===== src/rtl/uart_tx_sched.sv =====
// -----------------------------------------------------------------------------
// uart_tx_sched
//
// Two-requester UART transmitter (8N1, LSB first, idle high). A round-robin
// arbiter picks one requester per frame while the line is idle; a requester
// that sets its lock bit on an accepted byte keeps the line for its next byte,
// which lets it send a multi-byte message without interleaving.
//
// Parameters
//   BAUD_DIV : clock cycles per UART bit (2..65535)
//   LOCK_EN  : 1 enables per-requester line locking
//
// Ports
//   CLK                 system clock, all state changes on its rising edge
//   RESET               synchronous, active-high reset
//   req0_valid/data/lock  requester 0 byte offer and hold-line request
//   req0_ready          byte accepted from requester 0 this cycle
//   req1_valid/data/lock  requester 1 byte offer and hold-line request
//   req1_ready          byte accepted from requester 1 this cycle
//   RsTx                registered serial output
//   busy                frame in progress
//   grant_id            requester owning the current or most recent frame
// -----------------------------------------------------------------------------
module uart_tx_sched #(
  parameter int unsigned BAUD_DIV = 5208,
  parameter logic        LOCK_EN  = 1'b1
) (
  input  logic       CLK,
  input  logic       RESET,
  input  logic       req0_valid,
  input  logic [7:0] req0_data,
  input  logic       req0_lock,
  output logic       req0_ready,
  input  logic       req1_valid,
  input  logic [7:0] req1_data,
  input  logic       req1_lock,
  output logic       req1_ready,
  output logic       RsTx,
  output logic       busy,
  output logic       grant_id
);

  localparam logic [15:0] BAUD_LOAD = 16'(BAUD_DIV - 1);

  typedef enum logic [1:0] {
    IDLE  = 2'd0,
    START = 2'd1,
    DATA  = 2'd2,
    STOP  = 2'd3
  } state_t;

  state_t      state_reg,    state_next;
  logic [15:0] baud_cnt_reg, baud_cnt_next;
  logic [2:0]  bit_cnt_reg,  bit_cnt_next;
  logic [7:0]  shift_reg,    shift_next;
  logic        tx_reg,       tx_next;
  logic        grant_id_reg, grant_id_next;
  logic        prio_reg,     prio_next;   // requester that wins a tie
  logic        lock_reg,     lock_next;   // grant_id_reg owns the line

  // Requester inputs gathered into vectors so the arbiter can index them.
  logic       valid_vec [2];
  logic [7:0] data_vec  [2];
  logic       lock_vec  [2];
  logic       ready_vec [2];

  assign valid_vec[0] = req0_valid;
  assign valid_vec[1] = req1_valid;
  assign data_vec[0]  = req0_data;
  assign data_vec[1]  = req1_data;
  assign lock_vec[0]  = req0_lock;
  assign lock_vec[1]  = req1_lock;

  // ---------------------------------------------------------------------------
  // Arbiter (combinational)
  // ---------------------------------------------------------------------------
  logic owner_valid;
  logic lock_hold;
  logic grant_any;
  logic grant_sel;
  logic idle_open;

  assign owner_valid = valid_vec[grant_id_reg];
  // A lock only binds while its owner keeps offering; once the owner goes
  // quiet in an idle cycle the line opens to normal round-robin at once.
  assign lock_hold   = LOCK_EN && lock_reg && owner_valid;
  assign idle_open   = (state_reg == IDLE) && !RESET;

  always_comb begin
    grant_any = 1'b0;
    grant_sel = 1'b0;
    if (lock_hold) begin
      grant_any = 1'b1;
      grant_sel = grant_id_reg;
    end else if (req0_valid && req1_valid) begin
      grant_any = 1'b1;
      grant_sel = prio_reg;
    end else if (req0_valid) begin
      grant_any = 1'b1;
      grant_sel = 1'b0;
    end else if (req1_valid) begin
      grant_any = 1'b1;
      grant_sel = 1'b1;
    end
  end

  // Ready is a pure function of state and valids; only one can be high.
  for (genvar gi = 0; gi < 2; gi++) begin : g_ready
    assign ready_vec[gi] = idle_open && grant_any && (grant_sel == 1'(gi));
  end

  assign req0_ready = ready_vec[0];
  assign req1_ready = ready_vec[1];

  // ---------------------------------------------------------------------------
  // Frame sequencer: next-state logic
  // ---------------------------------------------------------------------------
  always_comb begin
    state_next    = state_reg;
    baud_cnt_next = baud_cnt_reg;
    bit_cnt_next  = bit_cnt_reg;
    shift_next    = shift_reg;
    tx_next       = tx_reg;
    grant_id_next = grant_id_reg;
    prio_next     = prio_reg;
    lock_next     = lock_reg;

    case (state_reg)
      IDLE: begin
        tx_next = 1'b1;
        if (grant_any) begin
          shift_next    = data_vec[grant_sel];
          grant_id_next = grant_sel;
          prio_next     = ~grant_sel;
          lock_next     = LOCK_EN && lock_vec[grant_sel];
          baud_cnt_next = BAUD_LOAD;
          bit_cnt_next  = 3'd0;
          tx_next       = 1'b0;          // start bit appears next cycle
          state_next    = START;
        end else if (lock_reg && !owner_valid) begin
          lock_next = 1'b0;
        end
      end

      START: begin
        if (baud_cnt_reg == 16'd0) begin
          baud_cnt_next = BAUD_LOAD;
          bit_cnt_next  = 3'd0;
          tx_next       = shift_reg[0];
          shift_next    = {1'b0, shift_reg[7:1]};
          state_next    = DATA;
        end else begin
          baud_cnt_next = baud_cnt_reg - 16'd1;
        end
      end

      DATA: begin
        if (baud_cnt_reg == 16'd0) begin
          baud_cnt_next = BAUD_LOAD;
          if (bit_cnt_reg == 3'd7) begin
            tx_next    = 1'b1;
            state_next = STOP;
          end else begin
            bit_cnt_next = bit_cnt_reg + 3'd1;
            tx_next      = shift_reg[0];
            shift_next   = {1'b0, shift_reg[7:1]};
          end
        end else begin
          baud_cnt_next = baud_cnt_reg - 16'd1;
        end
      end

      STOP: begin
        tx_next = 1'b1;
        if (baud_cnt_reg == 16'd0) begin
          state_next = IDLE;
        end else begin
          baud_cnt_next = baud_cnt_reg - 16'd1;
        end
      end

      default: begin
        state_next = IDLE;
        tx_next    = 1'b1;
      end
    endcase
  end

  // ---------------------------------------------------------------------------
  // State registers
  // ---------------------------------------------------------------------------
  always_ff @(posedge CLK) begin
    if (RESET) begin
      state_reg    <= IDLE;
      baud_cnt_reg <= 16'd0;
      bit_cnt_reg  <= 3'd0;
      shift_reg    <= 8'd0;
      tx_reg       <= 1'b1;
      grant_id_reg <= 1'b0;
      prio_reg     <= 1'b0;
      lock_reg     <= 1'b0;
    end else begin
      state_reg    <= state_next;
      baud_cnt_reg <= baud_cnt_next;
      bit_cnt_reg  <= bit_cnt_next;
      shift_reg    <= shift_next;
      tx_reg       <= tx_next;
      grant_id_reg <= grant_id_next;
      prio_reg     <= prio_next;
      lock_reg     <= lock_next;
    end
  end

  assign RsTx     = tx_reg;
  assign busy     = (state_reg != IDLE);
  assign grant_id = grant_id_reg;

endmodule


===== config.mk =====
export PLATFORM = sky130hd
export DESIGN_NAME = uart_tx_sched
export DESIGN_NICKNAME = d
export VERILOG_FILES = /design/src/rtl/uart_tx_sched.sv
export SDC_FILE = /design/constraint.sdc
export NUM_CORES = 1
export LEC_CHECK = 0
export BUFFER_PORTS_ARGS = -buffer_cell sky130_fd_sc_hd__buf_2
export CORE_UTILIZATION = 57
export DETAILED_ROUTE_END_ITERATION = 16
export GPL_ROUTABILITY_DRIVEN = 0
export PLACE_DENSITY = 0.79
export SYNTH_ARGS = -nofsm -noshare
export SYNTH_HDL_FRONTEND = slang
export SYNTH_SLANG_ARGS = --single-unit

===== constraint.sdc =====
create_clock -name CLK -period 2.4 [get_ports CLK]
set_clock_uncertainty 0.15 [all_clocks]
set_input_delay 0.72 -clock CLK [delete_from_list [all_inputs] [get_ports CLK]]
set_output_delay 0.72 -clock CLK [all_outputs]
set_load 0.1 [all_outputs]

# Word level (Yosys, flattened, before mapping)
# Index checks and enable logic that the tools add are counted.
[classes] n_bitwise=3 n_eq_ne=11 addsub=2 n_reduce_logical=21 mux=43 n_lt_le_gt_ge=2
[ops] operator="$mux 8" count=7
[ops] operator="$mux 16" count=3
[ops] operator="$pmux 16 s3" count=1
[ops] operator="$pmux 8 s3" count=1
[ops] operator="$mux 1" count=19
[ops] operator="$logic_not 16->1" count=1
[ops] operator="$sub 16x1->16 const B" count=1
[ops] operator="$ne 2x2->1 const B" count=7
[ops] operator="$mux 3" count=4
[ops] operator="$mux 2" count=5
[ops] operator="$reduce_and 5->1" count=2
[ops] operator="$pmux 3 s3" count=1
[ops] operator="$pmux 2 s4" count=1
[ops] operator="$reduce_and 2->1" count=4
[ops] operator="$logic_and 1x1->1" count=7
[ops] operator="$eq 2x2->1 const B" count=2
[ops] operator="$ge 2x2->1 const B" count=2
[ops] operator="$not 1->2" count=2
[ops] operator="$pmux 1 s4" count=1
[ops] operator="$reduce_bool 2->1" count=2
[ops] operator="$add 3x1->3 const B" count=1
[ops] operator="$eq 3x3->1 const B" count=1
[ops] operator="$reduce_bool 3->1" count=1
[ops] operator="$eq 2x1->1 const B" count=1
[ops] operator="other kinds (4)" count=5
[word_totals] regBits=33 word_cells=90 input_bits=22

# Depth between registers and ports, before layout
# Gate-level depths: netlist of the first run.
[depth] ltp_word=12 depth_mapped=9 ltp_nobuf=7

# Worst setup path before layout of the first run
# No wires, ideal clock.
[synth_timing] path_type="register to output" startpoint="register grant_id_reg, in the netlist grant_id" endpoint="output req1_ready" path_slack_ns=-1.531 required_ns=1.530 stages_incl_launch_ff=6 arrival_time_ns=3.061 cell_sequence="dfxtp_1 -> mux2_2 -> o21a_1 -> clkbuf_1 -> nand2_1 -> nor2_1"
[synth_between] elab_chain_cells=8 elab_cells_between_ends=9
[synth_rtl] item="start, declared" line_no="57" text="logic grant_id_reg, grant_id_next;"
[synth_rtl] item="start signal, assigned" line_no="208" text="grant_id_reg <= grant_id_next;"
[synth_rtl] item="$not 1->2 (implied by the code)" line_no="83" text="assign owner_valid = valid_vec[grant_id_reg];"
[synth_rtl] item="$mux 1 (implied by the code) (3 in series)" line_no="83"
[synth_rtl] item="$logic_and 1x1->1" line_no="86" text="assign lock_hold = LOCK_EN && lock_reg && owner_valid;"
[synth_rtl] item="$mux 1" line_no="92" text="if (lock_hold) begin"
[synth_rtl] item="$logic_and 1x1->1" line_no="109" text="assign ready_vec[gi] = idle_open && grant_any && (grant_sel == 1'(gi));"
[synth_rtl] item="$logic_and 1x1->1 *" line_no="109"
[synth_rtl] item="end, declared" line_no="37" text="output logic req1_ready,"
# Every way passes the cells marked *; elsewhere a longest branch is shown, timed or not. The select of a mux whose other input is x is not followed.

# Final worst setup path of the first run
[layout_timing] startpoint="register lock_reg" endpoint="output req1_ready"
[layout_between] elab_chain_cells=4 elab_cells_between_ends=5
[layout_rtl] item="start, declared" line_no="59" text="logic lock_reg, lock_next;"
[layout_rtl] item="start signal, assigned" line_no="210" text="lock_reg <= lock_next;"
[layout_rtl] item="$logic_and 1x1->1 *" line_no="86"
[layout_rtl] item="$mux 1" line_no="92"
[layout_rtl] item="$logic_and 1x1->1" line_no="109"
[layout_rtl] item="$logic_and 1x1->1 *" line_no="109"
# Every way passes the cells marked *; elsewhere a longest branch is shown, timed or not.

==> results of run 1 <==
[metal layers]
layer / track usage / part of all wire
met5: 0 / 0
met4: 0.140 / 0.012
met3: 0.0609 / 0.056
met2: 0.429 / 0.47
met1: 0.408 / 0.46
[per-stage QoR]
step / utilization / power [mW] / cells
6_report: 0.752 / 3.59 / 337
5_1_grt: 0.752 / 3.88 / 337
4_1_cts: 0.744 / 3.52 / 336
3_5_place_dp: 0.717 / 3.14 / 327
3_3_place_gp: 0.717 / 3.08 / 327
2_1_floorplan: - / 2.41 / 240
[cell type report]
class                      count  area, µm²
clock buffer                   6       41.3
clock inverter                 2       10.0
fill                         263        828
inverter                      12       46.3
multi-input combinational    184       1270
sequential                    33        671
tap                           46       57.6
timing repair buffer          54        409
[power groups by stage]
stage	Clock, mW	Sequential (mW)	Combinational (mW)
3_3_place_gp	0	0.813	2.27
5_1_grt	0.348	0.842	2.69
4_1_cts	0.313	0.815	2.39
3_5_place_dp	0	0.820	2.32
6_report	0.306	0.824	2.46
2_1_floorplan	0	0.906	1.50
[critical path: cells and delay by family, from the launching register on]
family	cells	cell delay [ns]
DFF	1	0.35
muxes	1	0.31
AOI/OAI and AO/OA	1	0.20
and+or+nand+nor	2	0.16
buffers and inverters	1	0.16
[Yosys cell counts, drive strengths merged, types with 2 or more instances]
| cell | number | area, µm² |
|---|---|---|
| dfxtp | 33 | 661 |
| nor2 | 24 | 90.1 |
| a21oi | 18 | 93.8 |
| o21ai | 17 | 85.1 |
| nand4 | 13 | 81.3 |
| inv | 11 | 41.3 |
| nand2 | 10 | 37.5 |
| o211ai | 10 | 75.1 |
| clkbuf | 9 | 33.8 |
| nand2b | 9 | 56.3 |
| ha | 8 | 100 |
| mux2 | 8 | 90.1 |
| nor4 | 7 | 56.3 |
| xor2 | 5 | 43.8 |
| nand3 | 4 | 20.0 |
| nor3 | 4 | 20.0 |
| a31oi | 3 | 18.8 |
| o21a | 3 | 22.5 |
| or4 | 3 | 30.0 |
| a211oi | 2 | 15.0 |
| a21boi | 2 | 15.0 |
| and2 | 2 | 12.5 |
| and3 | 2 | 12.5 |
| buf | 2 | 16.3 |
| mux2i | 2 | 20.0 |
| nor3b | 2 | 15.0 |
| o22ai | 2 | 12.5 |
| o41ai | 2 | 25.0 |
| or3 | 2 | 12.5 |
| xnor2 | 2 | 17.5 |
[worst min-delay path by stage]
stage,start,end,slack (ns),depth (start not counted)
after CTS,shift_reg[6]$_SDFFE_PP0P_,shift_reg[6]$_SDFFE_PP0P_,0.31,2
after global placement,shift_reg[3]$_SDFFE_PP0P_,shift_reg[3]$_SDFFE_PP0P_,0.29,2
after detailed placement,shift_reg[6]$_SDFFE_PP0P_,shift_reg[6]$_SDFFE_PP0P_,0.30,2
final,shift_reg[6]$_SDFFE_PP0P_,shift_reg[6]$_SDFFE_PP0P_,0.31,2
after global routing,shift_reg[2]$_SDFFE_PP0P_,shift_reg[2]$_SDFFE_PP0P_,0.34,2
after floorplan,shift_reg[1]$_SDFFE_PP0P_,shift_reg[1]$_SDFFE_PP0P_,0.29,2
[layout by cell type, fill, tap and decap left out, types with 3 or more instances in the layout]
master	n
a21oi_1	16
a31oi_1	3
buf_12	4
buf_2	23
buf_4	25
clkbuf_4	5
clkinv_2	3
dfxtp_1	29
ha_1	7
inv_1	9
mux2_2	7
nand2_1	8
nand2b_1	9
nand3_1	4
nand4_1	13
nor2_1	23
nor3_1	4
nor4_1	5
o211ai_1	10
o21a_1	3
o21ai_0	10
o21ai_1	7
xor2_1	5
[kinds of logic (layout without fill, tap and decap cells)]
family / count (synthesis) / count (layout)
XOR/XNOR: 7 / 7
buffers and inverters: 23 / 74
AO/OA/AOI/OAI: 69 / 69
adder cells (fa/ha/maj): 8 / 8
flip-flops: 33 / 33
AND/OR/NAND/NOR: 90 / 90
multiplexers: 10 / 10
[timing repair]
action	in CTS	in global routing
buffers inserted	1	1
pin swaps	2	3
setup endpoints to repair	3	12
cloned	0	0
resized for setup	10	7
==> results.yml, run 1 <==
status:
  outcome: "finished clean"
clocking:
  cts_buffer_depth: 2
  clock-sinks: 33
  cts_tree: "built"
  hold_buffers: 0
  htreeDepth: 2
  clkSlewWorstSetupHoldPaths_ns: 0.10
  root_buffer: "clkbuf_4"
  cts_buffers: 5
  clk_latency_ns: 0.34
min_path:
  hold_class: "reg2reg"
timing:
  maxSlewHeadroom: 0.547
  clock.fmax_ghz: 0.419
  finalCritPeriodShare: 0.995
  tns_ns: 0
  layout_setup_ws_ns: 0.0127
  drv_slew: 0
  hold_violations: 0
  setup_violations: 0
  post-route-min-period_ns: 2.39
  tightest_slew_ns: 0.678
  fin_hold_ws_ns: 0.310
  rsz0062_at_grt: "yes"
global_route:
  grt_max_degree: 24
  antenna_found_initial: 0
  grt_pass1_vias: 1707
  track_usage: 0.292
  grt-ovfl-total: 0
  grt_pass1_wl_um: 7910
synth:
  yosys.area_share.simple: 0.256
  synthArstFlopShare: 0
  synth_seq_cells: 33
  synth_top_family_by_area: "simple AND/OR/NAND/NOR gates"
  netlist_area_um2: 1990
  synthAdderAreaFrac: 0.0504
  synth_edf_count: 0
  synth.area.mux_share: 0.0554
  syn-num-nets: 270
  ys_seq_area_frac: 0.332
  yosys_warnings: 0
  syn_inst: 240
  syn_area_per_cell_um2: 8.28
  synth_xor_area_frac: 0.0309
  synth_compound_area_frac: 0.227
  ys_types: 55
  synth-main-ff-cell: "dfxtp_1"
critical_path:
  crit_start: "lock_reg$_SDFFE_PP0P_"
  max_stage_delay_ns: 0.35
  worstReg2RegEnd: "shift_reg[7]$_SDFFE_PP0P_"
  end_kind: "output port"
  critPathKind: "reg2out"
  critPathCapture: "req1_ready"
  critPathLaunchType: "flop"
  worst-r2r-cell-count: 5
  path_cells: "mux2_4, o21a_1, nand2_2, nor2_4, buf_12"
  cp.arrival_ns: 1.52
  required_ns: 1.53
  r2r_start: "baud_cnt_reg[2]$_SDFFE_PP0P_"
  crit_slowest_cell: "dfxtp_2"
  rrSetupSlack_ns: 0.10
  worstPathMaxFanout: 2
floorplanning:
  core_area_um2: 3340
  rows: 21
  chipHeight_um: 61.0
  initial_core_util: 0.595
  die_area_um2: 3730
  chipWidth_um: 61.0
  ios: 27
pwr:
  clock_power_share: 0.085
  peakVddDrop_mv: 0.534
  seqPwrFrac: 0.230
  pwr-share-comb: 0.685
  p_leak_nw: 1.01
  internal-power_mw: 1.86
  power_density_nw_per_um2: 1430
  p_sw_mw: 1.73
  switching_share: 0.483
route:
  first_iter_violations: 149
  vias: 2032
  vias_per_cell: 6.03
  dr.pass1.iters: 4
  drc: 0
  post_drt_wl_per_cell_um: 15.0
  detail-route-antenna-nets: 0
  routed_wl_um: 5060
cells_and_area:
  diodes: 0
  syn_to_final_growth_pct: 26.3
  fin_nets: 320
  fin_area_um2: 2510
  drive_gt1_frac: 0.316
  largest_reg_flops: 16
placement:
  dp_hpwl_um: 3640
  postPlaceCellArea_um2: 2390
  port_buffers: 26
  preCtsSetupSlack_ns: 0.0143
job:
  maxCapViolCount: 0
(Power assumes the default switching activity.)
==> inputs of run 2 (changes only) <==
--- a/config.mk
+++ b/config.mk
@@ -5,11 +5,12 @@
 export SDC_FILE = /design/constraint.sdc
 export NUM_CORES = 1
 export LEC_CHECK = 0
+export ABC_AREA = 1
 export BUFFER_PORTS_ARGS = -buffer_cell sky130_fd_sc_hd__buf_2
-export CORE_UTILIZATION = 57
+export CORE_UTILIZATION = 58
 export DETAILED_ROUTE_END_ITERATION = 16
 export GPL_ROUTABILITY_DRIVEN = 0
-export PLACE_DENSITY = 0.79
+export PLACE_DENSITY = 0.8
 export SYNTH_ARGS = -nofsm -noshare
 export SYNTH_HDL_FRONTEND = slang
 export SYNTH_SLANG_ARGS = --single-unit
==> run 2 against run 1 <==
Worst setup slack improved by 0.042 ns. Via count grew 11%. Non-clock buffer count is 17 lower. First-iteration DRC count is 56% higher. Total power increased by 2.5%. Utilization is 4.3 points lower. Critical path depth is 2 higher.
==> results.yml, run 2 <==
timing:
  post-route-min-period_ns: 2.35
  clock.fmax_ghz: 0.426
  hold_violations: 0
  finalCritPeriodShare: 0.977
  drv_slew: 0
  setup_violations: 0
  maxSlewHeadroom: 0.525
  tns_ns: 0
  tightest_slew_ns: 0.712
pwr:
  p_leak_nw: 1.30
  peakVddDrop_mv: 0.712
  power_density_nw_per_um2: 1420
  total_power_mw: 3.68
synth:
  syn_area_per_cell_um2: 6.25
  synth_top_area_cell: "dfxtp_1"
  yosys_warnings: 0
  ys_types: 31
  yosysMostFrequentCell: "nand2_1"
  syn_inst: 355
  ys_seq_area_frac: 0.298
  synthArstFlopShare: 0
  yosys.area.top_type_share: 0.298
  netlist_area_um2: 2220
  synth-main-ff-cell: "dfxtp_1"
  synth_commonest_cells: "nand2_1, nor2_1, inv_1"
  syn-num-nets: 385
  synth_seq_cells: 33
  synth_edf_count: 0
  yosys-top-cells-area: "dfxtp_1, nand2_1, nor2_1"
cells_and_area:
  fin_util: 0.709
  stdcell_count: 436
  largest_reg_flops: 16
  syn_to_final_growth_pct: 17.0
  fin_area_um2: 2590
  diodes: 0
  fin_nets: 417
  final_common_cell: "nand2_1"
  n_fill_cell: 320
  regArea_um2: 664
  drive_gt1_frac: 0.211
  final_cell_mix: "nand2_1, nor2_1, inv_1"
  multi_input_area_um2: 1370
floorplanning:
  chipWidth_um: 63.8
  core_area_um2: 3660
  ios: 27
  initial_core_util: 0.606
  die_area_um2: 4080
  rows: 22
  chipHeight_um: 63.8
global_route:
  track_usage: 0.288
  grt_pass1_vias: 2237
  antenna_found_initial: 0
  grt_max_degree: 18
  grt_pass1_wl_um: 9310
  grt-ovfl-total: 0
clocking:
  htreeDepth: 2
  cts_buffers: 5
  clkSlewWorstSetupHoldPaths_ns: 0.06
  cts_tree: "built"
  post_cts_buffers: 0
  clock-sinks: 33
  cts_buffer_depth: 2
  root_buffer: "clkbuf_8"
  clk_latency_ns: 0.29
min_path:
  hp-start: "bit_cnt_reg[1]$_SDFFE_PP0P_"
  hold_class: "reg2reg"
route:
  post_drt_wl_per_cell_um: 11.7
  drc: 0
  vias: 2246
  vias_per_cell: 5.15
  first_iter_violations: 232
  dr.pass1.iters: 4
  detail-route-antenna-nets: 0
  routed_wl_um: 5120
critical_path:
  critPathLaunchType: "primary input"
  required_ns: 1.53
  r2r_start: "state_reg[0]$_SDFFE_PP0P_"
  end_kind: "output port"
  worstPathMaxFanout: 3
  critPathKind: "in2out"
  crit_start: "req0_valid"
  cp.arrival_ns: 1.48
  rrSetupSlack_ns: 0.26
status:
  outcome: "finished clean"
placement:
  port_buffers: 26
  postPlaceCellArea_um2: 2490
  dp_hpwl_um: 3790
  dpl.cell_count: 428
job:
  maxCapViolCount: 0
[run 2: cell count changes after synthesis, sizes merged, moves of 4 or more]
cell    before  now
buf          2    9
mux2         8    0
clkbuf       9    3
nand4       13    7
o211ai      10    2
nor4         7    0
or2          1    5
o21ai       17   12
nand2       10  103
inv         11   41
nand3        4   32
nand2b       9    0
xor2         5    0
nor2        24   70
[run 2: stage by stage]
stage,hold WS (ns),setup slack [ns]
finish,0.331,0.0548
global route,0.383,-0.00257
CTS,0.340,0.000792
detailed placement,0.325,-0.00349
global placement,0.309,0.0462
floorplan,0.293,-0.280
[run 2: final timing paths]
check                                              endpoint  cells past startpoint
worst max-delay path                             req1_ready                      7
worst min-delay path            bit_cnt_reg[1]$_SDFFE_PP0P_                      2
worst max register to register    shift_reg[1]$_SDFFE_PP0P_                      7
worst min register to register  bit_cnt_reg[1]$_SDFFE_PP0P_                      2
[run 2: timing repair]
action	4_1_cts	5_1_grt
resized for setup	2	5
hold buffers	0	0
setup endpoints to repair	2	2
pin swaps	0	1
[run 2: area by class of cell]
| type | instances | share of cell area |
|---|---|---|
| Multi-Input combinational cell | 268 | 0.526 |
| Sequential cell | 33 | 0.256 |
| Timing Repair Buffer | 37 | 0.0993 |
| Inverter | 42 | 0.0636 |
| Clock buffer | 6 | 0.0280 |
| Tap cell | 48 | 0.0231 |
| Clock inverter | 2 | 0.00386 |
[run 2: cell families (layout without fill, tap and decap cells)]
group	after synthesis	in the layout	synth area share
buffers and inverters	54	87	0.111
XOR/XNOR	1	1	0.00395
AND/OR/NAND/NOR	224	224	0.449
AO/OA/AOI/OAI	35	35	0.0931
flip-flops	33	33	0.298
adder cells (fa/ha/maj)	8	8	0.0451
[run 2: per-layer routing]
layer	routed length, µm	GRT usage	vias up
met5	0	0	-
met2	2560	0.523	36
met4	131	0.139	0
met1	2280	0.314	1018
li1	-	-	1180
met3	149	0.0607	12
[run 2: report_power, final]
part           total (mW)  leakage, nW  internal [mW]  switching [mW]
Sequential          0.872        0.273          0.731           0.141
Combinational        2.39        0.979          0.849            1.54
Clock               0.416       0.0450          0.201           0.215
[run 2: critical path, stage by stage]
cell and delay (ns):
buf_2 0.12, nand3_4 0.07, nand2_4 0.07, nor2_2 0.10, inv_1 0.09, nor2_4 0.13
buf_12 0.18
